File: src/rtl/roulette_spin_ctrl_if.sv
// Game-logic <-> wheel-sequencer signal bundle for roulette_spin_ctrl.
// Optional macro SPIN_SKIP_EN adds the skip request line.
interface roulette_spin_ctrl_if #(
    parameter int ADDR_W = 19
) ();
    logic              frame_tick;
    logic              spin_req;
`ifdef SPIN_SKIP_EN
    logic              skip;
`endif
    logic              busy;
    logic [5:0]        pocket_idx;
    logic [ADDR_W-1:0] rom_base;
    logic              result_valid;
    logic [5:0]        result;

`ifdef SPIN_SKIP_EN
    modport master (
        output frame_tick, spin_req, skip,
        input  busy, pocket_idx, rom_base, result_valid, result
    );
    modport slave (
        input  frame_tick, spin_req, skip,
        output busy, pocket_idx, rom_base, result_valid, result
    );
`else
    modport master (
        output frame_tick, spin_req,
        input  busy, pocket_idx, rom_base, result_valid, result
    );
    modport slave (
        input  frame_tick, spin_req,
        output busy, pocket_idx, rom_base, result_valid, result
    );
`endif
endinterface

File: src/rtl/roulette_spin_ctrl.sv
// Roulette wheel animation sequencer: cruise, stepped deceleration, result report.
// Optional macro SPIN_SKIP_EN: skip input jumps straight to the result.
module roulette_spin_ctrl #(
    parameter int NUM_POCKETS    = 37,
    parameter int FRAME_PIXELS   = 4096,
    parameter int ADDR_W         = 19,
    parameter int BASE_STEPS     = 40,
    parameter int INIT_DELAY     = 1,
    parameter int MAX_DELAY      = 8,
    parameter int STEPS_PER_SLOW = 4
) (
    input  logic                  vga_clk,
    input  logic                  Reset,
    roulette_spin_ctrl_if.slave   bus
);
    localparam int DLY_W    = $clog2(MAX_DELAY + 1);
    localparam int SLOW_W   = $clog2(STEPS_PER_SLOW + 1);
    localparam int CRUISE_W = $clog2(BASE_STEPS + 64);

    typedef enum logic [1:0] {
        S_IDLE,
        S_CRUISE,
        S_DECEL,
        S_DONE
    } state_t;

    state_t              state_q, state_d;
    logic [15:0]         lfsr_q, lfsr_d;
    logic [CRUISE_W-1:0] cruise_q, cruise_d;
    logic [DLY_W-1:0]    delay_q, delay_d;
    logic [DLY_W-1:0]    frame_q, frame_d;
    logic [SLOW_W-1:0]   slow_q, slow_d;
    logic [5:0]          pocket_q, pocket_d;
    logic [5:0]          result_q, result_d;
    logic [ADDR_W-1:0]   rom_base_q, rom_base_d;
    logic                busy_q, busy_d;
    logic                valid_q, valid_d;
    logic [5:0]          pocket_inc;
    logic                advance;
    logic                skip_req;

`ifdef SPIN_SKIP_EN
    assign skip_req = bus.skip;
`else
    assign skip_req = 1'b0;
`endif

    always_comb begin
        state_d    = state_q;
        lfsr_d     = {lfsr_q[14:0], lfsr_q[15] ^ lfsr_q[13] ^ lfsr_q[12] ^ lfsr_q[10]};
        cruise_d   = cruise_q;
        delay_d    = delay_q;
        frame_d    = frame_q;
        slow_d     = slow_q;
        pocket_d   = pocket_q;
        pocket_inc = (pocket_q == 6'(NUM_POCKETS - 1)) ? 6'd0 : pocket_q + 6'd1;
        advance    = bus.frame_tick && (frame_q == delay_q - DLY_W'(1));

        case (state_q)
            S_IDLE: begin
                if (bus.spin_req) begin
                    state_d  = S_CRUISE;
                    cruise_d = CRUISE_W'(BASE_STEPS) + CRUISE_W'(lfsr_q[5:0]);
                    delay_d  = DLY_W'(INIT_DELAY);
                    frame_d  = '0;
                    slow_d   = '0;
                end
            end
            S_CRUISE, S_DECEL: begin
                // Skip wins over a coincident advance so the reported pocket is the one on screen.
                if (skip_req) begin
                    state_d = S_DONE;
                end else if (advance) begin
                    frame_d  = '0;
                    pocket_d = pocket_inc;
                    if (state_q == S_CRUISE) begin
                        cruise_d = cruise_q - CRUISE_W'(1);
                        if (cruise_q == CRUISE_W'(1)) begin
                            state_d = S_DECEL;
                            slow_d  = '0;
                        end
                    end else if (slow_q == SLOW_W'(STEPS_PER_SLOW - 1)) begin
                        slow_d = '0;
                        if (delay_q == DLY_W'(MAX_DELAY)) begin
                            state_d = S_DONE;
                        end else begin
                            delay_d = delay_q + DLY_W'(1);
                        end
                    end else begin
                        slow_d = slow_q + SLOW_W'(1);
                    end
                end else if (bus.frame_tick) begin
                    frame_d = frame_q + DLY_W'(1);
                end
            end
            S_DONE: begin
                state_d = S_IDLE;
            end
            default: begin
                state_d = S_IDLE;
            end
        endcase

        busy_d     = (state_d != S_IDLE);
        valid_d    = (state_d == S_DONE);
        result_d   = (state_d == S_DONE) ? pocket_d : result_q;
        // Base follows the pocket one cycle later; pocket only moves on frame_tick.
        rom_base_d = ADDR_W'(pocket_q) * ADDR_W'(FRAME_PIXELS);
    end

    always_ff @(posedge vga_clk) begin
        if (Reset) begin
            state_q    <= S_IDLE;
            lfsr_q     <= 16'hACE1;
            cruise_q   <= '0;
            delay_q    <= '0;
            frame_q    <= '0;
            slow_q     <= '0;
            pocket_q   <= '0;
            result_q   <= '0;
            rom_base_q <= '0;
            busy_q     <= 1'b0;
            valid_q    <= 1'b0;
        end else begin
            state_q    <= state_d;
            lfsr_q     <= lfsr_d;
            cruise_q   <= cruise_d;
            delay_q    <= delay_d;
            frame_q    <= frame_d;
            slow_q     <= slow_d;
            pocket_q   <= pocket_d;
            result_q   <= result_d;
            rom_base_q <= rom_base_d;
            busy_q     <= busy_d;
            valid_q    <= valid_d;
        end
    end

    assign bus.busy         = busy_q;
    assign bus.pocket_idx   = pocket_q;
    assign bus.rom_base     = rom_base_q;
    assign bus.result_valid = valid_q;
    assign bus.result       = result_q;
endmodule

File: src/flat_wrapper.sv
// flat-port wrapper written by rule: the top's interface ports become plain ports
module roulette_spin_ctrl_flat 
#(
    parameter int NUM_POCKETS    = 37,
    parameter int FRAME_PIXELS   = 4096,
    parameter int ADDR_W         = 19,
    parameter int BASE_STEPS     = 40,
    parameter int INIT_DELAY     = 1,
    parameter int MAX_DELAY      = 8,
    parameter int STEPS_PER_SLOW = 4
)
  (vga_clk, Reset, bus_frame_tick, bus_spin_req, bus_busy, bus_pocket_idx, bus_rom_base, bus_result_valid, bus_result);
  roulette_spin_ctrl_if #(.ADDR_W(ADDR_W)) bus_i ();
  input  logic vga_clk;
  input  logic Reset;
  input wire logic [$bits(bus_i.frame_tick)-1:0] bus_frame_tick;
  input wire logic [$bits(bus_i.spin_req)-1:0] bus_spin_req;
  output wire logic [$bits(bus_i.busy)-1:0] bus_busy;
  output wire logic [$bits(bus_i.pocket_idx)-1:0] bus_pocket_idx;
  output wire logic [$bits(bus_i.rom_base)-1:0] bus_rom_base;
  output wire logic [$bits(bus_i.result_valid)-1:0] bus_result_valid;
  output wire logic [$bits(bus_i.result)-1:0] bus_result;
  assign bus_i.frame_tick = bus_frame_tick;
  assign bus_i.spin_req = bus_spin_req;
  assign bus_busy = bus_i.busy;
  assign bus_pocket_idx = bus_i.pocket_idx;
  assign bus_rom_base = bus_i.rom_base;
  assign bus_result_valid = bus_i.result_valid;
  assign bus_result = bus_i.result;
  roulette_spin_ctrl #(.NUM_POCKETS(NUM_POCKETS), .FRAME_PIXELS(FRAME_PIXELS), .ADDR_W(ADDR_W), .BASE_STEPS(BASE_STEPS), .INIT_DELAY(INIT_DELAY), .MAX_DELAY(MAX_DELAY), .STEPS_PER_SLOW(STEPS_PER_SLOW)) u_core (.vga_clk(vga_clk), .Reset(Reset), .bus(bus_i));
endmodule
File: config.mk
export PLATFORM = sky130hd
export DESIGN_NAME = roulette_spin_ctrl_flat
export DESIGN_NICKNAME = d
export VERILOG_FILES = /design/src/rtl/roulette_spin_ctrl_if.sv /design/src/rtl/roulette_spin_ctrl.sv /design/src/flat_wrapper.sv
export SDC_FILE = /design/constraint.sdc
export NUM_CORES = 1
export LEC_CHECK = 0
export ABC_CLOCK_PERIOD_IN_PS = 7300
export CAP_MARGIN = 20
export CORE_MARGIN = 1.5
export CORE_UTILIZATION = 50
export CTS_CLUSTER_DIAMETER = 100
export CTS_CLUSTER_SIZE = 16
export DETAILED_ROUTE_END_ITERATION = 10
export PLACE_DENSITY = 0.74
export SETUP_SLACK_MARGIN = 0.1
export SLEW_MARGIN = 30
export SYNTH_ARGS = -nofsm -noshare
export SYNTH_HDL_FRONTEND = slang
export SYNTH_SLANG_ARGS = --single-unit
File: constraint.sdc
create_clock -name vga_clk -period 7.3 [get_ports vga_clk]
set_input_delay 0.73 -clock vga_clk [delete_from_list [all_inputs] [get_ports vga_clk]]
set_output_delay 0.73 -clock vga_clk [all_outputs]
set_load 0.01 [all_outputs]
==> metrics <==
pwr/cell area 208 mW/mm²; Worst Setup EP u_core.bus.result[4]; # setup viols final 0; Clock Tree Buf Depth 2; # resized after CTS 0; GPL Wtd Cong 0.879; initial antenna violation count 0; Slew Limit Fails 0; all-layer global routing usage 0.183; postcts setup bufs 0; Final HPWL DP between 3 and 4 mm; vias in the first global route 1903; largest cells by area after synthesis dfxtp_1, ha_1, nor2b_1; synthesized cell area 0.00267 mm²; Root Buffer Master clkbuf_8; reg2reg setup slack 4.03 ns; Crit path largest cell delay 0.56 ns; share of layout cells above drive strength 1 0.108; reg2reg start u_core.delay_q[0]; CP startpoint kind register; fin util 0.588; total iterations of the first detailed-routing run 4; EDFF count, synth 0; ys async rst share 0; number of port buffers 23; critical path class reg -> reg; post-route cell area just over 0.003 mm²; dpl cell area 0.00290 mm²; status completed; Die H 76.1 µm; Area Overhead vs Synth 13.2%; crit path buf inv count 1; Core Area around 0.0051 mm²; P_leak 0.00118 µW; min cycle time layout ~3.3 ns; pre-CTS WS 3.93 ns; arrival time at the worst endpoint 3.48 ns; Num CTS Buffers 5; TritonCTS clock tree done; Worst slew margin 0.410; post-synth top area cell dfxtp_1; CP top delay family simple AND/OR/NAND/NOR gates; unrepaired setup endpoints after global routing false; VDD IR max roughly 0.15 mV; row count 26; final setup margin 4.03 ns; actual slew at the worst max-slew pin ~0.9 ns; FF+latch count, synth 56; WP depth 8; total wire length between 5 and 6 mm; routed len/inst 13.4 µm; WP data required 7.51 ns; Register-to-Register Path Depth 8; total global routing overflow 0; Worst Skew 0.00475 ns; H-tree depth 2; Diodes inserted 0; routed vias/inst 5.25; crit path capture type register; yosys warns 0; worst-skew pair later-pin latency 0.31 ns; Final Cycle Share 0.448; Sum Neg Setup Slack 0 ns; # IOs 37; drt drc 0; Clk pin slew, worst setup/hold paths roughly 0.10 ns; synth unique cells 47; pin count of the biggest net entering global routing 56; Post-DRT Antenna Nets 0; Initial Util 0.520; Cells after Synth 296; crit-path max FO 8; area share of the largest cell type after synthesis 0.419; worst path cell trace inv_1 -> ha_1 -> xor2_1 -> nand3_1 -> or3_1 -> or4_4 -> a221o_2 -> mux2_2; Top FF cell, synth dfxtp_1; min-delay worst type reg -> reg; final hold viol count 0; DR vias between 2000 and 2500; mean post-synth cell area 9.03 µm²; Crit-path slowest cell or3_1; nets between 300 and 400; Commonest cells post-synth dfxtp_1, nor2b_1, a21oi_1, nand2_1; DIE AREA 0.00579 mm²; # hold bufs at CTS 0; Iter 0 DRT Violations 98; FF-to-FF End u_core.bus.result[4]; sequential share of the synthesized area 0.419; Fmax achieved just over 0.3 GHz; first-pass GRT wire length 8.65 mm; Worst Setup SP u_core.delay_q[0]; die width roughly 76 µm; Final Power 628 µW; maxcap violations 0; count leader, synth dfxtp_1; Clock Sinks 56
==> per-stage QoR <==
stage	hold WS, ns	std cells
after CTS	0.437	386
after global placement	0.401	378
after detailed placement	0.411	378
after global routing	0.447	386
final	0.430	386
after floorplan	0.389	308
==> cells by family (layout without fill, tap and decap cells) <==
group,Yosys count,after routing,synth area share
other,1,13,0.00140
flip-flops,56,56,0.419
AND/OR/NAND/NOR,106,106,0.221
AO/OA/AOI/OAI,57,57,0.132
buffers and inverters,39,47,0.0735
XOR/XNOR,10,10,0.0328
adder cells (fa/ha/maj),14,14,0.0655
multiplexers,13,13,0.0534
==> cell type report <==
| type | count | area, µm² |
|---|---|---|
| clock buffers | 5 | 68.8 |
| clock inverters | 3 | 46.3 |
| fillers | 481 | 2120 |
| inverters | 15 | 56.3 |
| multi-input cells | 213 | 1410 |
| flip-flops and latches | 56 | 1120 |
| well taps | 70 | 87.6 |
| repair buffers | 24 | 238 |
==> metal layers <==
metal / wire length, µm / vias to the layer above / part of all wire / global-route usage
met2: 2510 / 35 / 0.48 / 0.309
met3: 185 / 7 / 0.036 / 0.0359
met4: 65 / 0 / 0.013 / 0.0611
li1: - / 1029 / - / -
met1: 2430 / 954 / 0.47 / 0.234
met5: 0 / - / 0 / 0
==> power breakdown <==
| part | internal, µW | switching, µW | leakage, µW |
|---|---|---|---|
| Clock | 103 | 103 | 0.0000548 |
| Sequential | 319 | 11.0 | 0.000458 |
| Combinational | 35.3 | 56.4 | 0.000667 |
| Total | 458 | 170 | 0.00118 |
==> worst reg2reg max path, delay by kind of cell (launching register included) <==
kind	cells	cell delay (ns)
adder cells (fa/ha/maj)	1	0.33
buffers and inverters	1	0.11
AND/OR/NAND/NOR	3	1.32
XOR/XNOR	1	0.15
flip-flops	1	0.50
multiplexers	1	0.30
AO/OA/AOI/OAI	1	0.47
==> cells in the final DEF, fill, tap and decap left out, types with 3 or more instances in the layout <==
master	netlist	final
nand3_1	7	7
clkbuf_8	0	5
mux2i_1	3	3
nor3_1	7	7
mux2_2	10	10
nor2_1	16	16
a21oi_1	17	17
o21ai_0	16	16
ha_1	14	14
xor2_1	5	5
dfxtp_1	56	56
nand4_1	4	4
inv_1	15	15
conb_1	1	13
a31oi_1	5	5
or2_2	8	8
xnor2_1	5	5
nor2b_1	25	25
nand2_1	17	17
a21boi_0	4	4
clkdlybuf4s50_1	0	23
nand2b_1	3	3
==> state kept, by name, indices dropped and copies added (netlist names), 3 cells and up <==
register,count
u_core.slow_q,3
u_core.bus.result,6
u_core.cruise_q,7
u_core.bus.pocket_idx,6
u_core.bus.rom_base,6
u_core.lfsr_q,16
u_core.frame_q,4
u_core.delay_q,4
==> how the worst min path moves through the flow <==
stage	end	start	depth (start not counted)	slack, ns
floorplan	u_core.lfsr_q[10]	u_core.lfsr_q[9]	1	0.39
global placement	u_core.lfsr_q[15]	u_core.lfsr_q[14]	1	0.40
detailed placement	u_core.lfsr_q[15]	u_core.lfsr_q[14]	1	0.41
CTS	u_core.lfsr_q[15]	u_core.lfsr_q[14]	1	0.44
global route	u_core.lfsr_q[15]	u_core.lfsr_q[14]	1	0.45
finish	u_core.lfsr_q[15]	u_core.lfsr_q[14]	1	0.43
(Power assumes the default switching activity.)
